`src/rtl/mul16_share_ctrl.sv`:
```
// Round-robin sharing of one pipelined W x W multiplier among N requesters.
// A shadow pipeline tracks the owner of every in-flight product; signedness changes drain first.
module mul16_share_ctrl #(
    parameter int unsigned N   = 2,
    parameter int unsigned W   = 16,
    parameter int unsigned LAT = 4
) (
    input  logic             clk,
    input  logic             rst,
    input  logic [N-1:0]     req_valid,
    output logic [N-1:0]     req_ready,
    input  logic [N*W-1:0]   req_a,
    input  logic [N*W-1:0]   req_b,
    input  logic [N-1:0]     req_signed,
    output logic [N-1:0]     rsp_valid,
    output logic [2*W-1:0]   rsp_data,
    output logic             busy,
    output logic             mul_run,
    output logic             mul_signedFlag,
    output logic [W-1:0]     mul_multiplicand,
    output logic [W-1:0]     mul_multiplier,
    input  logic [2*W-1:0]   mul_out
);

    localparam int unsigned PW = (N > 1) ? $clog2(N) : 1;
    localparam int unsigned CW = $clog2(LAT + 2) + 1;

    typedef enum logic {
        StIssue = 1'b0,
        StDrain = 1'b1
    } state_t;

    state_t          r_state;
    state_t          w_state_next;
    logic [PW-1:0]   r_ptr;
    logic [PW-1:0]   w_ptr_next;
    logic            r_mode;
    logic            w_mode_next;
    logic            r_run;
    logic [W-1:0]    r_mcand;
    logic [W-1:0]    r_mplier;
    logic [CW-1:0]   r_inflight;
    logic [LAT:0]    r_sh_valid;
    logic [PW-1:0]   r_sh_id [LAT+1];

    logic            w_cand_found;
    logic [PW-1:0]   w_cand;
    logic [W-1:0]    w_sel_a;
    logic [W-1:0]    w_sel_b;
    logic            w_sel_signed;
    logic            w_accept;
    logic            w_rsp_fire;

    function automatic logic [PW-1:0] f_wrap(input logic [PW-1:0] base, input int unsigned offs);
        int unsigned v;
        v = 32'(base) + offs;
        if (v >= N) begin
            v = v - N;
        end
        return v[PW-1:0];
    endfunction

    // Lowest offset from the pointer wins, so scan offsets from the top down.
    always_comb begin
        w_cand_found = 1'b0;
        w_cand       = '0;
        for (int k = N - 1; k >= 0; k--) begin
            if (req_valid[f_wrap(r_ptr, k)]) begin
                w_cand_found = 1'b1;
                w_cand       = f_wrap(r_ptr, k);
            end
        end
    end

    always_comb begin
        w_sel_a      = '0;
        w_sel_b      = '0;
        w_sel_signed = 1'b0;
        for (int i = 0; i < N; i++) begin
            if (w_cand == PW'(i)) begin
                w_sel_a      = req_a[i*W +: W];
                w_sel_b      = req_b[i*W +: W];
                w_sel_signed = req_signed[i];
            end
        end
    end

    assign w_rsp_fire = r_sh_valid[LAT];

    always_comb begin
        w_state_next = r_state;
        w_ptr_next   = r_ptr;
        w_mode_next  = r_mode;
        w_accept     = 1'b0;
        req_ready    = '0;
        unique case (r_state)
            StIssue: begin
                if (r_run && w_cand_found) begin
                    if (w_sel_signed == r_mode) begin
                        req_ready[w_cand] = 1'b1;
                        w_accept          = 1'b1;
                        w_ptr_next        = f_wrap(w_cand, 1);
                    end else begin
                        // Park the pointer on the mismatching candidate so it is served next.
                        w_state_next = StDrain;
                        w_ptr_next   = w_cand;
                    end
                end
            end
            StDrain: begin
                // Pipeline is empty once the last response (if any) retires this cycle.
                if (r_inflight == CW'(w_rsp_fire)) begin
                    w_mode_next  = ~r_mode;
                    w_state_next = StIssue;
                end
            end
            default: w_state_next = StIssue;
        endcase
    end

    always_ff @(posedge clk or posedge rst) begin
        if (rst) begin
            r_state    <= StIssue;
            r_ptr      <= '0;
            r_mode     <= 1'b0;
            r_run      <= 1'b0;
            r_mcand    <= '0;
            r_mplier   <= '0;
            r_inflight <= '0;
            r_sh_valid <= '0;
            for (int k = 0; k <= LAT; k++) begin
                r_sh_id[k] <= '0;
            end
        end else begin
            r_state    <= w_state_next;
            r_ptr      <= w_ptr_next;
            r_mode     <= w_mode_next;
            r_run      <= 1'b1;
            r_mcand    <= w_accept ? w_sel_a : '0;
            r_mplier   <= w_accept ? w_sel_b : '0;
            r_inflight <= r_inflight + CW'(w_accept) - CW'(w_rsp_fire);
            r_sh_valid <= {r_sh_valid[LAT-1:0], w_accept};
            r_sh_id[0] <= w_cand;
            for (int k = 1; k <= LAT; k++) begin
                r_sh_id[k] <= r_sh_id[k-1];
            end
        end
    end

    always_comb begin
        rsp_valid = '0;
        rsp_data  = '0;
        if (w_rsp_fire) begin
            rsp_valid[r_sh_id[LAT]] = 1'b1;
            rsp_data                = mul_out;
        end
    end

    assign busy             = (r_inflight != '0) || (r_state == StDrain);
    assign mul_run          = r_run;
    assign mul_signedFlag   = r_mode;
    assign mul_multiplicand = r_mcand;
    assign mul_multiplier   = r_mplier;

endmodule

```
`config.mk`:
```
export PLATFORM = sky130hd
export DESIGN_NAME = mul16_share_ctrl
export DESIGN_NICKNAME = d
export VERILOG_FILES = /design/src/rtl/mul16_share_ctrl.sv
export SDC_FILE = /design/constraint.sdc
export NUM_CORES = 1
export LEC_CHECK = 0
export ABC_CLOCK_PERIOD_IN_PS = 2300
export CAP_MARGIN = 20
export CELL_PAD_IN_SITES_DETAIL_PLACEMENT = 0
export CELL_PAD_IN_SITES_GLOBAL_PLACEMENT = 1
export CORE_ASPECT_RATIO = 0.7
export CORE_UTILIZATION = 39
export DETAILED_ROUTE_END_ITERATION = 10
export DONT_BUFFER_PORTS = 1
export HOLD_SLACK_MARGIN = 0.15
export MAX_ROUTING_LAYER = met4
export PLACE_DENSITY_LB_ADDON = 0.1
export REMOVE_ABC_BUFFERS = 1
export SLEW_MARGIN = 20
export SYNTH_ARGS = -nofsm -noshare
export SYNTH_HDL_FRONTEND = slang
export SYNTH_SLANG_ARGS = --single-unit
```
`constraint.sdc`:
```
create_clock -name clk -period 2.3 [get_ports clk]
set_clock_uncertainty 0.2 [all_clocks]
set_input_delay 0.575 -clock clk [delete_from_list [all_inputs] [get_ports clk]]
set_output_delay 0.575 -clock clk [all_outputs]
set_load 0.01 [all_outputs]
```
After elaboration in Yosys (flattened, before gate mapping)
Index checks and enable logic that the tools add are counted.
{"block": "classes", "n_reduce_logical": 7, "multipliers": 0, "magnitude_cmp": 9, "shifts": 0, "n_eq_ne": 2, "n_addsub": 7, "n_div": 0, "muxes": 33, "n_bitwise": 2}
{"cell": "$mux W16", "count": 4}
{"cell": "$mux W32", "count": 1}
{"cell": "$mux W1", "count": 21}
{"cell": "$lt A1 B2 Y1 const B", "count": 4}
{"cell": "$mux W2", "count": 4}
{"cell": "$add A1 B1 Y2 const B", "count": 2}
{"cell": "$add A4 B1 Y4", "count": 1}
{"cell": "$eq A4 B1 Y1", "count": 1}
{"cell": "$ge A2 B2 Y1 const B", "count": 2}
{"cell": "$reduce_and A2 Y1", "count": 2}
{"cell": "$reduce_bool A4 Y1", "count": 1}
{"cell": "$sub A4 B1 Y4", "count": 1}
{"cell": "$logic_and A1 B1 Y1", "count": 3}
{"cell": "$sub A1 B1 Y1 const B", "count": 3}
{"cell": "$demux W1 S1", "count": 2}
{"cell": "$ge A1 B1 Y1 const B", "count": 2}
{"cell": "$ge A1 B2 Y1 const B", "count": 1}
{"cell": "$not A1 Y1", "count": 2}
{"cell": "$pmux W1 S2", "count": 1}
{"cell": "$eq A1 B1 Y1", "count": 1}
{"cell": "$logic_or A1 B1 Y1", "count": 1}
{"block": "totals", "latch_bits": 0, "ramBits": 0, "regBits": 50, "rom_bits": 0, "out_inout_bits": 71, "elab_cells": 73, "n_memories": 0}

Logic depth before layout (Yosys ltp)
{"block": "logic_depth", "depth_word": 14, "mapped_depth": 10, "depth_no_buf": 9}

Least setup slack after synthesis
OpenSTA, ideal clock, no wires.
{"block": "synth_timing", "kind": "input-to-reg", "start": "in req_signed[1]", "end": "reg r_inflight[2]", "path_buffers": 1, "t_arrival_ns": 2.237, "path_slack_ns": -0.259, "required_time_ns": 1.977, "setup_time_ns": 0.123, "path_stages": 9, "path_cell_list": "nor2b_1 > o211ai_2 > nand3_4 > buf_4 > ha_1 > inv_1 > ha_1 > fa_1 > xor2_1"}
{"block": "synth_between", "elab_chain_len": 7}
{"item": "start, declared", "line": "14", "source": "input logic [N-1:0] req_signed,"}
{"item": "$mux W1", "line": "80", "source": "if (w_cand == PW'(i)) begin"}
{"item": "$eq A1 B1 Y1", "line": "99", "source": "if (w_sel_signed == r_mode) begin"}
{"item": "$mux W1", "line": "99"}
{"item": "$mux W1", "line": "98", "source": "if (r_run && w_cand_found) begin"}
{"item": "$mux W1", "line": "96", "source": "unique case (r_state)"}
{"item": "$add A4 B1 Y4", "line": "141", "source": "r_inflight <= r_inflight + CW'(w_accept) - CW'(w_rsp_fire);"}
{"item": "$sub A4 B1 Y4", "line": "141"}
{"item": "end signal, assigned", "line": "141"}
{"item": "end, declared", "line": "42", "source": "logic [CW-1:0] r_inflight;"}
No other way between the ends.
A chain may end at the register's enable or synchronous reset.

Worst setup path after layout
{"block": "layout_timing", "start": "reg r_ptr", "end": "out req_ready[0]"}
{"block": "layout_between", "elab_chain_len": 14, "elab_cells_between_ends": 26}
{"item": "start, declared", "line": "35", "source": "logic [PW-1:0] r_ptr;"}
{"item": "start signal, assigned", "line": "136", "source": "r_ptr <= w_ptr_next;"}
{"item": "$add A1 B1 Y2", "line": "56", "source": "v = 32'(base) + offs;"}
{"item": "$ge A2 B2 Y1 / $sub A1 B1 Y1 (equally long branches)", "line": "57, 58"}
{"item": "$mux W1", "line": "57", "source": "if (v >= N) begin"}
{"item": "$mux W1 (implied by the code) (2 in series)", "line": "68", "source": "if (req_valid[f_wrap(r_ptr, k)]) begin"}
{"item": "$mux W1 (2 in series)", "line": "68"}
{"item": "$lt A1 B2 Y1 (implied by the code) / $ge A1 B1 Y1 (equally long branches)", "line": "100", "source": "req_ready[w_cand] = 1'b1;"}
{"item": "$logic_and A1 B1 Y1 (implied by the code)", "line": "100"}
{"item": "$mux W1 (implied by the code)", "line": "100"}
{"item": "$demux W1 S1", "line": "100"}
{"item": "$mux W2", "line": "99"}
{"item": "$mux W2 *", "line": "98"}
{"item": "$mux W2 *", "line": "96"}
{"item": "end, declared", "line": "11", "source": "output logic [N-1:0] req_ready,"}
Mark *: on every way between the ends. The rest lies on a longest branch, timed or not. The select of a mux whose other input is x is not followed.

==> metrics.md <==
| Metric | Value |
|---|---|
| Type of the worst setup path | `register to output pin` |
| Clock buffer depth | `2` |
| DRT iter0 DRCs | `57` |
| Failing checks | `setup timing` |
| Critical Path RT | `1520 ps` |
| First-pass GRT wire length | `7300 um` |
| H-Tree Level Count | `2` |
| Area Overhead vs Synth | `10.2%` |
| Largest area contributor in the netlist | `dfrtp_1` |
| Slew margin rel. | `62.8%` |
| Top cell type's share of synthesized area | `51.5%` |
| CTS tree | `built` |
| Sequential Area | `1250 sq um` |
| PwrDens | `593 nW/um^2` |
| Initial Utilization | `41.3%` |
| Setup violations, final | `1` |
| Number of synthesized flops with an enable pin | `0` |
| TritonRoute pass-1 iters | `4` |
| Setup TNS | `-4.21 ps` |
| Wire length per cell | `16.3 um` |
| Max-slew violation count | `0` |
| Worst slew pin tran | `557 ps` |
| Compound-Gate Fraction of Synth Area | `13.4%` |
| Layout cells sized above 1 | `24.1%` |
| Via count | `1656` |
| Fin nets | `358` |
| Synth cell types | `30` |
| ANT cells | `0` |
| Syn Inst Count | `240` |
| Drt drc | `0` |
| Cell Area, Synth | `2430 sq um` |
| Post-DP HPWL | `4000 um` |
| Synthesized flop and latch total | `50` |
| WL final | `5280 um` |
| Global route overflow | `0` |
| Core footprint | `5870 sq um` |
| Count leader, synth | `nand2_1` |
| Die Footprint | `6550 sq um` |
| Share of flip-flops with an asynchronous set or reset | `100%` |
| Largest family of logic cells by synthesized area | `simple AND/OR/NAND/NOR gates` |
| Pin count of the biggest net entering global routing | `34` |
| Tmin final | `2300 ps` |
| Crit. End Element | `output pin` |
| Status | `finished with violations` |
| Synth Area per Inst | `10.1 sq um` |
| Hold Fails Final Rpt | `0` |
| Worst Path Arrival | `1530 ps` |
| Warning count from the yosys run | `0` |
| Fillers | `551` |
| Worst-path clk slew | `80 ps` |
| Multi-input logic area | `1060 sq um` |
| Io pins | `173` |
| Post-Route Utilization | `45.6%` |
| Tot Pwr | `1.59 mW` |
| Ys flop type | `dfrtp_1` |
| Top cells by area, synth | `dfrtp_1, nand2_1, a21oi_2` |
| Adder-cell share of the synthesized area | `4.43%` |
| Clk sink count | `50` |
| Placement-stage worst setup slack | `-96.7 ps` |
| Initial antenna violation count | `0` |
| Worst hold path class | `register to register` |
| Crit Path Max Fanout | `3` |
| Max Cap Viol | `0` |
| Leading cell types by count after synthesis | `nand2_1, dfrtp_1, and2_1` |
| Element type at the critical path start | `register` |
| RSZ-0062 raised after global routing | `true` |
| I/O Buffers | `0` |
| Die Height | `68.0 um` |
| Pleak | `1.30 nW` |
| CTS Buf Count | `5` |
| Worst skew pair latency | `290 ps` |
| Sequential share of the synthesized area | `51.5%` |
| Max IR drop VDD | `0.236 mV` |
| Final ANT Viol Nets | `0` |
| Via/cell ratio | `5.11` |
| GRT Total Usage | `15.7%` |
| Simple-Gate Fraction of Synth Area | `23.6%` |
| Fmax achieved | `434 MHz` |
| Site row count | `23` |
| DIE WIDTH | `96.3 um` |
| Final Cycle Share | `100%` |
| Synth Area in XOR/XNOR | `1.44%` |
| Root Buffer | `clkbuf_8` |
| Mux cell area share after synthesis | `0%` |
| Gpl congestion | `0.675` |
| Number of global-route vias before repair | `1484` |
| Final worst slack | `-4.21 ps` |
## cell families (layout without fill, tap and decap cells)
kind of cell | after synthesis | after routing
compound gates | 39 | 39
xor+xnor | 4 | 4
fa+ha+maj | 8 | 8
buf+inv | 22 | 31
flops | 50 | 50
other cells | 1 | 1
simple gates | 116 | 116
## power by group
group	internal, mW	leakage, nW	switching, mW
logic	0.0346	0.574	0.0689
clock network	0.326	0.0524	0.272
registers	0.883	0.675	0.00197
## registers in the layout (all words and copies together), names as in the netlist
signal / flops
mul_multiplicand: 16
mul_multiplier: 16
mul_run: 1
mul_signedFlag: 1
r_inflight: 4
r_ptr: 1
r_sh_id: 5
r_sh_valid: 5
r_state: 1
## per-stage QoR
stage	instance area [sq um]	hold WS [ps]	cells
2_1_floorplan	2330	131	227
3_3_place_gp	2510	133	311
3_5_place_dp	2510	139	311
4_1_cts	2670	158	324
5_1_grt	2680	166	324
6_report	2680	156	324
## worst paths after layout
path / from / to / slack, ps / depth (start not counted)
setup reg to reg: mul_signedFlag$_DFFE_PP0P_ / r_inflight[2]$_DFF_PP0_ / 20 / 9
hold / removal: r_sh_id[4]$_DFF_PP0_ / r_sh_id[3]$_DFF_PP0_ / 160 / 0
max in group asynchronous: rst / r_state$_DFF_PP0_ / 780 / 3
hold reg to reg: r_sh_id[4]$_DFF_PP0_ / r_sh_id[3]$_DFF_PP0_ / 160 / 0
min in group asynchronous: rst / r_sh_id[0]$_DFF_PP0_ / 590 / 2
setup / recovery: r_ptr$_DFFE_PP0P_ / req_ready[0] / -4 / 5
## cells in the final DEF, fill, tap and decap left out, types with 2 or more instances in the layout
cell and instances:
buf_4 12, clkbuf_8 5, nand2b_4 2, nand2_1 68
a21oi_1 3, and2_1 33, ha_1 7, xnor2_1 2
dfrtp_1 50, nand3_1 2, clkbuf_1 2, nor2b_1 3
inv_1 7, a21oi_2 30, and2_4 4, xor2_1 2
## repair_timing
item | 4_1_cts | 5_1_grt
hold buffers | 1 | 0
setup buffers | 4 | 0
cloned | 0 | 0
resized for setup | 5 | 1
endpoints found under the setup margin | 2 | 5
pin swaps | 2 | 1
hold endpoints to repair | 25 | 0
## layout make-up
type | instances | area share (%)
Inverter | 9 | 1.45
Multi-Input combinational cell | 168 | 39.8
Clock buffer | 7 | 2.85
Sequential cell | 50 | 46.8
Tap cell | 75 | 3.51
Clock inverter | 1 | 1.12
Timing Repair Buffer | 14 | 4.49
## metal layers
layer,share of wire (%),vias up,track usage (%),wire length [um]
met1,39,794,19.3,2080
met2,49,87,24.8,2590
met4,1.1,0,4.41,59
met5,0,-,-,0
li1,-,769,-,-
met3,10,6,5.22,551
## worst max-delay path, stage by stage (launching register included)
cell and delay [ps]:
dfrtp_1 390, nand2b_4 150, a22o_1 220, and2_4 150, ha_1 180, and2_4 150
(Power assumes the default switching activity.)
